### src/rtl/cpu_pkg.sv
`default_nettype none
// ============================================================================
// Module      : cpu_pkg
// Description : Shared definitions for the CPU control path: opcodes, ALU
//               function selects, control FSM states and the bit positions
//               of the instruction fields.
// Revision    : 1.0 - initial release
// ============================================================================
package cpu_pkg;

  // Opcodes (INSTR[31:24])
  localparam logic [7:0] OP_LOADI = 8'h00;
  localparam logic [7:0] OP_MOV   = 8'h01;
  localparam logic [7:0] OP_ADD   = 8'h02;
  localparam logic [7:0] OP_SUB   = 8'h03;
  localparam logic [7:0] OP_AND   = 8'h04;
  localparam logic [7:0] OP_OR    = 8'h05;
  localparam logic [7:0] OP_J     = 8'h06;
  localparam logic [7:0] OP_BEQ   = 8'h07;

  // ALU function selects, shared with the ALU
  localparam logic [2:0] ALU_FWD = 3'b000;
  localparam logic [2:0] ALU_ADD = 3'b001;
  localparam logic [2:0] ALU_AND = 3'b010;
  localparam logic [2:0] ALU_OR  = 3'b011;

  // Control FSM states
  typedef enum logic [1:0] {
    FETCH = 2'd0,
    EXEC  = 2'd1,
    WB    = 2'd2
  } state_t;

  // Instruction field LSB positions
  localparam int OPCODE_LSB = 24;  // 8 bits
  localparam int DEST_LSB   = 16;  // 8 bits, DEST[2:0] or branch OFFSET
  localparam int SRC1_LSB   = 8;   // 3 bits
  localparam int SRC2_LSB   = 0;   // 8 bits, SRC2[2:0] or IMM

endpackage
`default_nettype wire

### src/rtl/pc_next_unit.sv
`default_nettype none
// ============================================================================
// Module      : pc_next_unit
// Description : Combinational next-PC computation. Sequential PC is pc+4;
//               a jump, or a branch whose sampled ZERO flag is set, adds the
//               sign-extended word offset (offset<<2). Modulo 2^PC_WIDTH.
// Ports       : pc           - current PC
//               offset       - signed 8-bit word offset
//               is_jump      - unconditional jump
//               is_branch    - branch-on-equal
//               zero_sampled - ALU ZERO captured at the end of EXEC
//               pc_next      - next PC
// Revision    : 1.0 - initial release
// ============================================================================
module pc_next_unit #(
  parameter int PC_WIDTH = 32  // must be >= 10 to hold the shifted offset
) (
  input  logic [PC_WIDTH-1:0] pc,
  input  logic [7:0]          offset,
  input  logic                is_jump,
  input  logic                is_branch,
  input  logic                zero_sampled,
  output logic [PC_WIDTH-1:0] pc_next
);

  logic [PC_WIDTH-1:0] offset_ext;
  logic                taken;

  assign offset_ext = {{(PC_WIDTH-10){offset[7]}}, offset, 2'b00};
  assign taken      = is_jump | (is_branch & zero_sampled);
  assign pc_next    = pc + PC_WIDTH'(4) + (taken ? offset_ext : '0);

endmodule
`default_nettype wire

### src/rtl/cpu_control_unit.sv
`default_nettype none
// ============================================================================
// Module      : cpu_control_unit
// Description : Fetch/decode/sequencing stage in front of the 8-bit ALU.
//               FETCH -> EXEC (EXEC_CYCLES) -> WB -> FETCH.
// Ports       : CLK, RESET (async, active low)
//               PC, INSTR_REQ, INSTR_VALID, INSTR   - instruction fetch
//               READREG1/2, REG_OUT1/2              - register-file reads
//               WRITEREG, WRITEENABLE               - register-file write
//               ALU_DATA1/2, ALU_SELECT, ALU_ZERO   - ALU interface
//               ILLEGAL                             - sticky undefined opcode
// Revision    : 1.0 - initial release
// ============================================================================
module cpu_control_unit
  import cpu_pkg::*;
#(
  parameter int PC_WIDTH    = 32,
  parameter int EXEC_CYCLES = 2
) (
  input  logic                CLK,
  input  logic                RESET,
  output logic [PC_WIDTH-1:0] PC,
  output logic                INSTR_REQ,
  input  logic                INSTR_VALID,
  input  logic [31:0]         INSTR,
  output logic [2:0]          READREG1,
  output logic [2:0]          READREG2,
  input  logic [7:0]          REG_OUT1,
  input  logic [7:0]          REG_OUT2,
  output logic [2:0]          WRITEREG,
  output logic                WRITEENABLE,
  output logic [7:0]          ALU_DATA1,
  output logic [7:0]          ALU_DATA2,
  output logic [2:0]          ALU_SELECT,
  input  logic                ALU_ZERO,
  output logic                ILLEGAL
);

  localparam int CNT_W = (EXEC_CYCLES > 1) ? $clog2(EXEC_CYCLES) : 1;
  localparam logic [CNT_W-1:0] CNT_LAST = CNT_W'(EXEC_CYCLES - 1);

  state_t              state, state_next;
  logic [7:0]          opcode;
  logic [7:0]          dest_off;
  logic [2:0]          src1;
  logic [7:0]          src2_imm;
  logic [CNT_W-1:0]    exec_cnt;
  logic                exec_last;
  logic                zero_sampled;
  logic                illegal_reg;
  logic                started;
  logic                fetch_accept;
  logic                active;
  logic [PC_WIDTH-1:0] pc_reg;
  logic [PC_WIDTH-1:0] pc_next;
  logic [7:0]          reg2_neg;
  logic                unused_bits;

  // Instruction bits [15:11] carry no field.
  assign unused_bits = ^INSTR[15:11];

  // The request is held off for one edge after reset release.
  assign INSTR_REQ    = (state == FETCH) && started;
  assign fetch_accept = INSTR_REQ && INSTR_VALID;
  assign exec_last    = (exec_cnt == CNT_LAST);
  // Operands stay driven through WB so the ALU result is stable at the write.
  assign active       = (state != FETCH);
  assign reg2_neg     = ~REG_OUT2 + 8'd1;
  assign PC           = pc_reg;
  assign ILLEGAL      = illegal_reg;

  always_ff @(posedge CLK or negedge RESET) begin
    if (!RESET) begin
      state        <= FETCH;
      started      <= 1'b0;
      pc_reg       <= '0;
      opcode       <= '0;
      dest_off     <= '0;
      src1         <= '0;
      src2_imm     <= '0;
      exec_cnt     <= '0;
      zero_sampled <= 1'b0;
      illegal_reg  <= 1'b0;
    end else begin
      state   <= state_next;
      started <= 1'b1;
      case (state)
        FETCH: begin
          if (fetch_accept) begin
            opcode   <= INSTR[OPCODE_LSB +: 8];
            dest_off <= INSTR[DEST_LSB +: 8];
            src1     <= INSTR[SRC1_LSB +: 3];
            src2_imm <= INSTR[SRC2_LSB +: 8];
            exec_cnt <= '0;
            if (INSTR[OPCODE_LSB +: 8] > OP_BEQ) illegal_reg <= 1'b1;
          end
        end
        EXEC: begin
          exec_cnt <= exec_cnt + CNT_W'(1);
          if (exec_last) zero_sampled <= ALU_ZERO;
        end
        WB:      pc_reg <= pc_next;
        default: ;
      endcase
    end
  end

  always_comb begin
    state_next = state;
    case (state)
      FETCH:   if (fetch_accept) state_next = EXEC;
      EXEC:    if (exec_last) state_next = WB;
      WB:      state_next = FETCH;
      default: state_next = FETCH;
    endcase
  end

  always_comb begin
    READREG1    = '0;
    READREG2    = '0;
    ALU_DATA1   = '0;
    ALU_DATA2   = '0;
    ALU_SELECT  = ALU_FWD;
    WRITEREG    = '0;
    WRITEENABLE = 1'b0;
    if (active) begin
      READREG1  = src1;
      READREG2  = src2_imm[2:0];
      ALU_DATA1 = REG_OUT1;
      case (opcode)
        OP_LOADI: begin ALU_DATA2 = src2_imm; ALU_SELECT = ALU_FWD; end
        OP_MOV:   begin ALU_DATA2 = REG_OUT2; ALU_SELECT = ALU_FWD; end
        OP_ADD:   begin ALU_DATA2 = REG_OUT2; ALU_SELECT = ALU_ADD; end
        OP_SUB:   begin ALU_DATA2 = reg2_neg; ALU_SELECT = ALU_ADD; end
        OP_AND:   begin ALU_DATA2 = REG_OUT2; ALU_SELECT = ALU_AND; end
        OP_OR:    begin ALU_DATA2 = REG_OUT2; ALU_SELECT = ALU_OR;  end
        OP_BEQ:   begin ALU_DATA2 = reg2_neg; ALU_SELECT = ALU_ADD; end
        default:  ;  // jump and undefined opcodes leave the ALU idle
      endcase
    end
    if ((state == WB) && (opcode <= OP_OR)) begin
      WRITEENABLE = 1'b1;
      WRITEREG    = dest_off[2:0];
    end
  end

  pc_next_unit #(
    .PC_WIDTH (PC_WIDTH)
  ) u_pc_next (
    .pc           (pc_reg),
    .offset       (dest_off),
    .is_jump      (opcode == OP_J),
    .is_branch    (opcode == OP_BEQ),
    .zero_sampled (zero_sampled),
    .pc_next      (pc_next)
  );

endmodule
`default_nettype wire

### config.mk
export PLATFORM = sky130hd
export DESIGN_NAME = cpu_control_unit
export DESIGN_NICKNAME = d
export VERILOG_FILES = /design/src/rtl/cpu_pkg.sv /design/src/rtl/pc_next_unit.sv /design/src/rtl/cpu_control_unit.sv
export SDC_FILE = /design/constraint.sdc
export NUM_CORES = 1
export LEC_CHECK = 0
export ABC_AREA = 1
export CORE_AREA = 3 3 143 145
export DETAILED_ROUTE_END_ITERATION = 10
export DIE_AREA = 0 0 146 148
export PLACE_DENSITY = 0.52
export SLEW_MARGIN = 20
export SYNTH_ARGS = -nofsm -noshare
export SYNTH_HDL_FRONTEND = slang
export SYNTH_HIERARCHICAL = 1
export SYNTH_SLANG_ARGS = --single-unit
### constraint.sdc
create_clock -name CLK -period 2.7 [get_ports CLK]
set_input_delay 0.405 -clock CLK [delete_from_list [all_inputs] [get_ports CLK]]
set_output_delay 0.405 -clock CLK [all_outputs]
set_load 0.05 [all_outputs]
=== Yosys cells after proc, flatten, opt, wreduce, memory -nomap -nowiden ===
Cells that the tools add are included.
W data, S select, Z words.

* Bitwise logic cells: 3
* Add/sub/neg operators: 4
* Reduce and logical (&&, ||, !) cells: 15
* Equality and inequality tests: 11
* Muxes and demuxes: 15
* Order comparisons: 2

{| class="wikitable"
|+ Operators by type and width
! kind !! count
|-
| $add A32 B3 Y32 const B || 1
|-
| $add A32 B32 Y32 || 1
|-
| $eq A8 B3 Y1 const B || 4
|-
| $mux W32 || 1
|-
| $pmux W8 S3 || 1
|-
| $eq A8 B2 Y1 const B || 2
|-
| $mux W8 || 2
|-
| $mux W3 || 3
|-
| $add A8 B1 Y8 const B || 1
|-
| $eq A8 B1 Y1 const B || 1
|-
| $gt A8 B3 Y1 const B || 1
|-
| $le A8 B3 Y1 const B || 1
|-
| $logic_not A8 Y1 || 1
|-
| $not A8 Y8 || 1
|-
| $reduce_and A2 Y1 || 4
|-
| $mux W2 || 3
|-
| $pmux W2 S3 || 1
|-
| $ne A2 B2 Y1 const B || 2
|-
| $pmux W2 S2 || 1
|-
| $reduce_bool A2 Y1 || 2
|-
| $reduce_or A4 Y1 || 1
|-
| $logic_and A1 B1 Y1 || 3
|-
| $reduce_and A3 Y1 || 1
|-
| $reduce_or A3 Y1 || 1
|-
| 9 further kinds || 10
|}

* Register bits after elaboration: 65

=== Logic depth before layout (Yosys ltp) ===
* Depth after elaboration: 5
* Mapped depth: 24

=== Cells and area by module ===
Netlist, hierarchy kept.

{| class="wikitable"
|+ Modules (own cells, without submodules)
! module !! cells an instance !! times used !! area an instance (um^2)
|-
| cpu_control_unit || 410 || 1 || 3,076.7
|-
| pc_next_unit || 563 || 1 || 2,705.1
|}

=== Worst setup path after synthesis ===
OpenSTA, ideal clock, no wires.

* Path kind: register -> register
* Start point: register opcode[5]
* End point: register pc_reg[19] (netlist: PC[19])
* Buffers on the path: 0
* Slack: -0.161 ns
* Cell stages (with the launch flop): 20
* Arrival time: 2.742 ns
* Setup time: 0.120 ns
* Cell sequence: dfrtp_1 > nor2_1 > nand2_1 > inv_1 > nand2_1 > nor2_1 > a21oi_4 > nor2_1 > ha_1 > ha_1 > fa_1 > nand3_1 > nand3_2 > nand2_1 > nand2_1 > nand3_1 > nand2_1 > xor2_1 > nand2_1 > nand2_1

* Word-level cells in the longest chain between the ends: 5
* Elaborated cells on any way between the ends: 6
* Those cells by class: 1 x add/sub; 2 x eq/ne; 1 x mux; 2 x bitwise

{| class="wikitable"
|+ Ends and longest elaborated chain
! what !! line !! RTL
|-
| from (decl) || cpu_control_unit.sv:43 || <nowiki>logic [7:0] opcode;</nowiki>
|-
| from (signal assigned) || cpu_control_unit.sv:90 || <nowiki>opcode <= INSTR[OPCODE_LSB +: 8];</nowiki>
|-
| $eq A8 B3 Y1 || cpu_control_unit.sv:153 || <nowiki>.is_branch (opcode == OP_BEQ),</nowiki>
|-
| $and A1 B1 Y1 || pc_next_unit.sv:30 || <nowiki>assign taken = is_jump | (is_branch & zero_sampled);</nowiki>
|-
| $or A1 B1 Y1 * || pc_next_unit.sv:30 ||
|-
| $mux W32 * || pc_next_unit.sv:31 || <nowiki>assign pc_next = pc + PC_WIDTH'(4) + (taken ? offset_ext : '0);</nowiki>
|-
| $add A32 B32 Y32 * || pc_next_unit.sv:31 ||
|-
| named net pc_next[19] || cpu_control_unit.sv:55 || <nowiki>logic [PC_WIDTH-1:0] pc_next;</nowiki>
|-
| to (signal assigned) || cpu_control_unit.sv:102 || <nowiki>WB: pc_reg <= pc_next;</nowiki>
|-
| to (decl) || cpu_control_unit.sv:54 || <nowiki>logic [PC_WIDTH-1:0] pc_reg;</nowiki>
|}

The timed path passes the listed nets; every way through them passes the cells marked *.
A chain may end at the register's enable or synchronous reset.

=== Worst setup path in the final report ===
* Start point: register opcode[6]
* End point: register pc_reg[26] (netlist: PC[26])

Same word-level chain as after synthesis.

==> results.cfg <==
[timing]
fmax_mhz = 346
final-setup-viol-count = 23
slew_viol_final = 0
finalClockSkew_ps = 7.93
period_share = 1.07
worstMarginPinSlew_ps = 679
period_needed_ps = 2890
rsz0062_at_grt = yes
tns_ps = -2470
slew_headroom = 0.547
final_hold_viol_count = 0
fin_ws_ps = -190

[worst_setup_path]
worstPathCellList = nor2_2 > nand2_2 > inv_2 > nand2_4 > nor2_4 > a21oi_4 > nor2_4 > inv_4 > buf_12 > nor2_4 > nor2_1 > ha_1 > nand2_2 > buf_4 > nor2_4 > buf_4 > nand2_1 > nor2_1 > nand2_1 > nand4_1 > nand2_2 > nand2_1 > nand2_1
path_buf_inv = 5
crit_required_ps = 2930
worstPathMaxFanout = 6
end_kind = flop
rr_worst_depth = 23
path_class = reg -> reg
critPathArrivalTime_ps = 3120
cpPeakStageDelay_ps = 380
cp-start-kind = flop
path_delay_family = simple AND/OR/NAND/NOR gates
crit_slowest_cell = dfrtp_1
worstSetupPathDepth = 23

[global_routing]
first_global_vias = 6168
grt_start_max_net_pins = 34
grt-ovfl-total = 0
antenna_found_initial = 0
grtUsageTotal = 0.164
grt_pass1_wl_mm = 29.3

[finish]
layout-drive-gt1-share = 0.290
nets = 1268
multiInputGateArea_sq_um = 4230
area_delta_synth_final_pct = 59.1
final_common_cell = nand2_1
regArea_sq_um = 1630
layout_common_cells = nand2_1, inv_1, buf_4
diodes = 0
instances_no_fill = 1449
n_fill_cell = 1959

[clock_network]
cts_max_level = 3
cts_hold_buf = 0
cts_tree = built
cts_buffers = 9
clkSlewWorstSetupHoldPaths_ps = 60
clock_sinks = 65
clk_latency_ps = 340
root_buffer = clkbuf_16
clk_path_buf_depth = 2

[power]
power_density_nw_per_um2 = 715
power_switching_mw = 3.03
p_seq_frac = 0.245
peakVddDrop_uv = 453
swShare = 0.461
p_int_mw = 3.55
p_leak_nw = 4.93
power_frac_comb = 0.570
pwr-share-clk = 0.185

[yosys]
yosysTopAreaCell = dfrtp_1
synth.net_count = 1062
synth_ff_type = dfrtp_1
synth.avg_cell_area_sq_um = 5.94
netlist_instances = 973
synth_area_leaders = dfrtp_1, nand2_1, inv_1
yosys_register_bits = 65
async_flop_share = 1.00
ys_types = 37
syn_area_sq_um = 5780
yosysWarningCount = 6
yosysSeqAreaShare = 0.281
synth_top_area_share = 0.281
synth-edff-count = 0

[floorplan]
dieArea_sq_um = 21600
initial_utilization = 0.299
dieWidth_microns = 146
io_pins = 115
rows = 51
core_sq_um = 19300
die_y_microns = 148

[routing]
first_iter_violations = 238
post-route-drc-count = 0
ant_nets = 0
first_pass_iters = 5
wl_per_cell_microns = 12.4
vias_per_cell = 4.32
via_count = 6266
routed_wl_mm = 17.9

[placed_design]
portBuffers = 108
dpl.hpwl_mm = 13.5
dp_slack_ps = -354
gp_congestion = 0.890
dp.cells = 1412

[outcome]
violations = negative setup slack
outcome = finished, violations left

[flow_run]
maxCapViolCount = 0

[min_path]
hold_class = in -> async
==> registers in the layout, indices dropped and copies added, names as in the netlist <==
register      count
state             2
started           1
exec_cnt          1
opcode            8
src2_imm          8
dest_off          8
ILLEGAL           1
zero_sampled      1
PC               32
src1              3
==> final timing paths <==
kind / from / endpoint / slack [ps]
worst min-delay path: RESET / PC[20]$_DFFE_PN0N_ / 90
max in group asynchronous: RESET / src1[1]$_DFFE_PN0P_ / 1790
worst max register to register: opcode[6]$_DFFE_PN0P_ / PC[26]$_DFFE_PN0N_ / -190
min in group CLK: dest_off[4]$_DFFE_PN0P_ / dest_off[4]$_DFFE_PN0P_ / 470
worst max-delay path: opcode[6]$_DFFE_PN0P_ / PC[26]$_DFFE_PN0N_ / -190
worst min register to register: dest_off[4]$_DFFE_PN0P_ / dest_off[4]$_DFFE_PN0P_ / 470
==> timing repair <==
item	4_1_cts	5_1_grt
hold endpoints to repair	0	0
setup buffers	12	8
endpoints found under the setup margin	26	33
cloned	0	1
gates resized for setup	91	112
pin swaps	34	53
==> per-layer routing <==
| layer | global-route usage | wire length, microns | part of all wire |
|---|---|---|---|
| met1 | 0.215 | 8290 | 0.46 |
| met2 | 0.276 | 8550 | 0.48 |
| met4 | 0.0503 | 235 | 0.013 |
| met5 | 0 | 0 | 0 |
| met3 | 0.0316 | 847 | 0.047 |
==> power groups by stage <==
stage / Combinational (mW) / Sequential [mW] / Clock (mW)
6_report: 3.75 / 1.61 / 1.22
2_1_floorplan: 1.68 / 2.02 / 0
3_3_place_gp: 3.32 / 1.61 / 0
3_5_place_dp: 3.33 / 1.62 / 0
5_1_grt: 4.09 / 1.66 / 1.29
4_1_cts: 3.56 / 1.61 / 1.26
==> logic make-up (layout without fill, tap and decap cells) <==
kind of cell             count (synthesis)  count (layout)  share of synthesized area
buffers and inverters                  192             403                      0.134
other                                    2               2                    0.00130
adder cells (fa/ha/maj)                 37              37                     0.0814
AO/OA/AOI/OAI                           44              44                     0.0429
XOR/XNOR                                17              17                     0.0258
multiplexers                             1               1                    0.00195
flip-flops                              65              65                      0.281
AND/OR/NAND/NOR                        615             615                      0.432
==> per-stage QoR <==
| stage | power [mW] | hold WS, ps | utilization | cell area [sq um] |
|---|---|---|---|---|
| floorplan | 3.70 | 109 | - | 5840 |
| global placement | 4.93 | 448 | 0.409 | 7900 |
| detailed placement | 4.94 | 459 | 0.409 | 7900 |
| CTS | 6.42 | 115 | 0.447 | 8650 |
| global route | 7.04 | 149 | 0.476 | 9200 |
| finish | 6.57 | 91.3 | 0.476 | 9200 |
==> cells in the mapped netlist (2+ instances only) <==
master and instances:
buf_6 3, a22oi_1 2, o21ai_1 7, ha_1 36
xnor2_1 2, xor2_1 15, clkbuf_1 6, nand2_1 389
conb_1 2, inv_2 2, buf_2 5, nand3b_1 2
nor2_2 11, inv_1 168, dfrtp_1 65, o21ai_0 10
nand2_2 10, nand4_1 4, nand3_2 7, a21oi_1 20
nand3_1 43, nor2_1 144, buf_4 6
==> area by class of cell <==
type                            count  share of cell area
Clock buffer                       10              0.0260
Clock inverter                      6             0.00735
Inverter                          171              0.0703
Multi-Input combinational cell    716               0.460
Sequential cell                    65               0.177
Tap cell                          265              0.0361
Timing Repair Buffer              216               0.223
(Power assumes the default switching activity.)
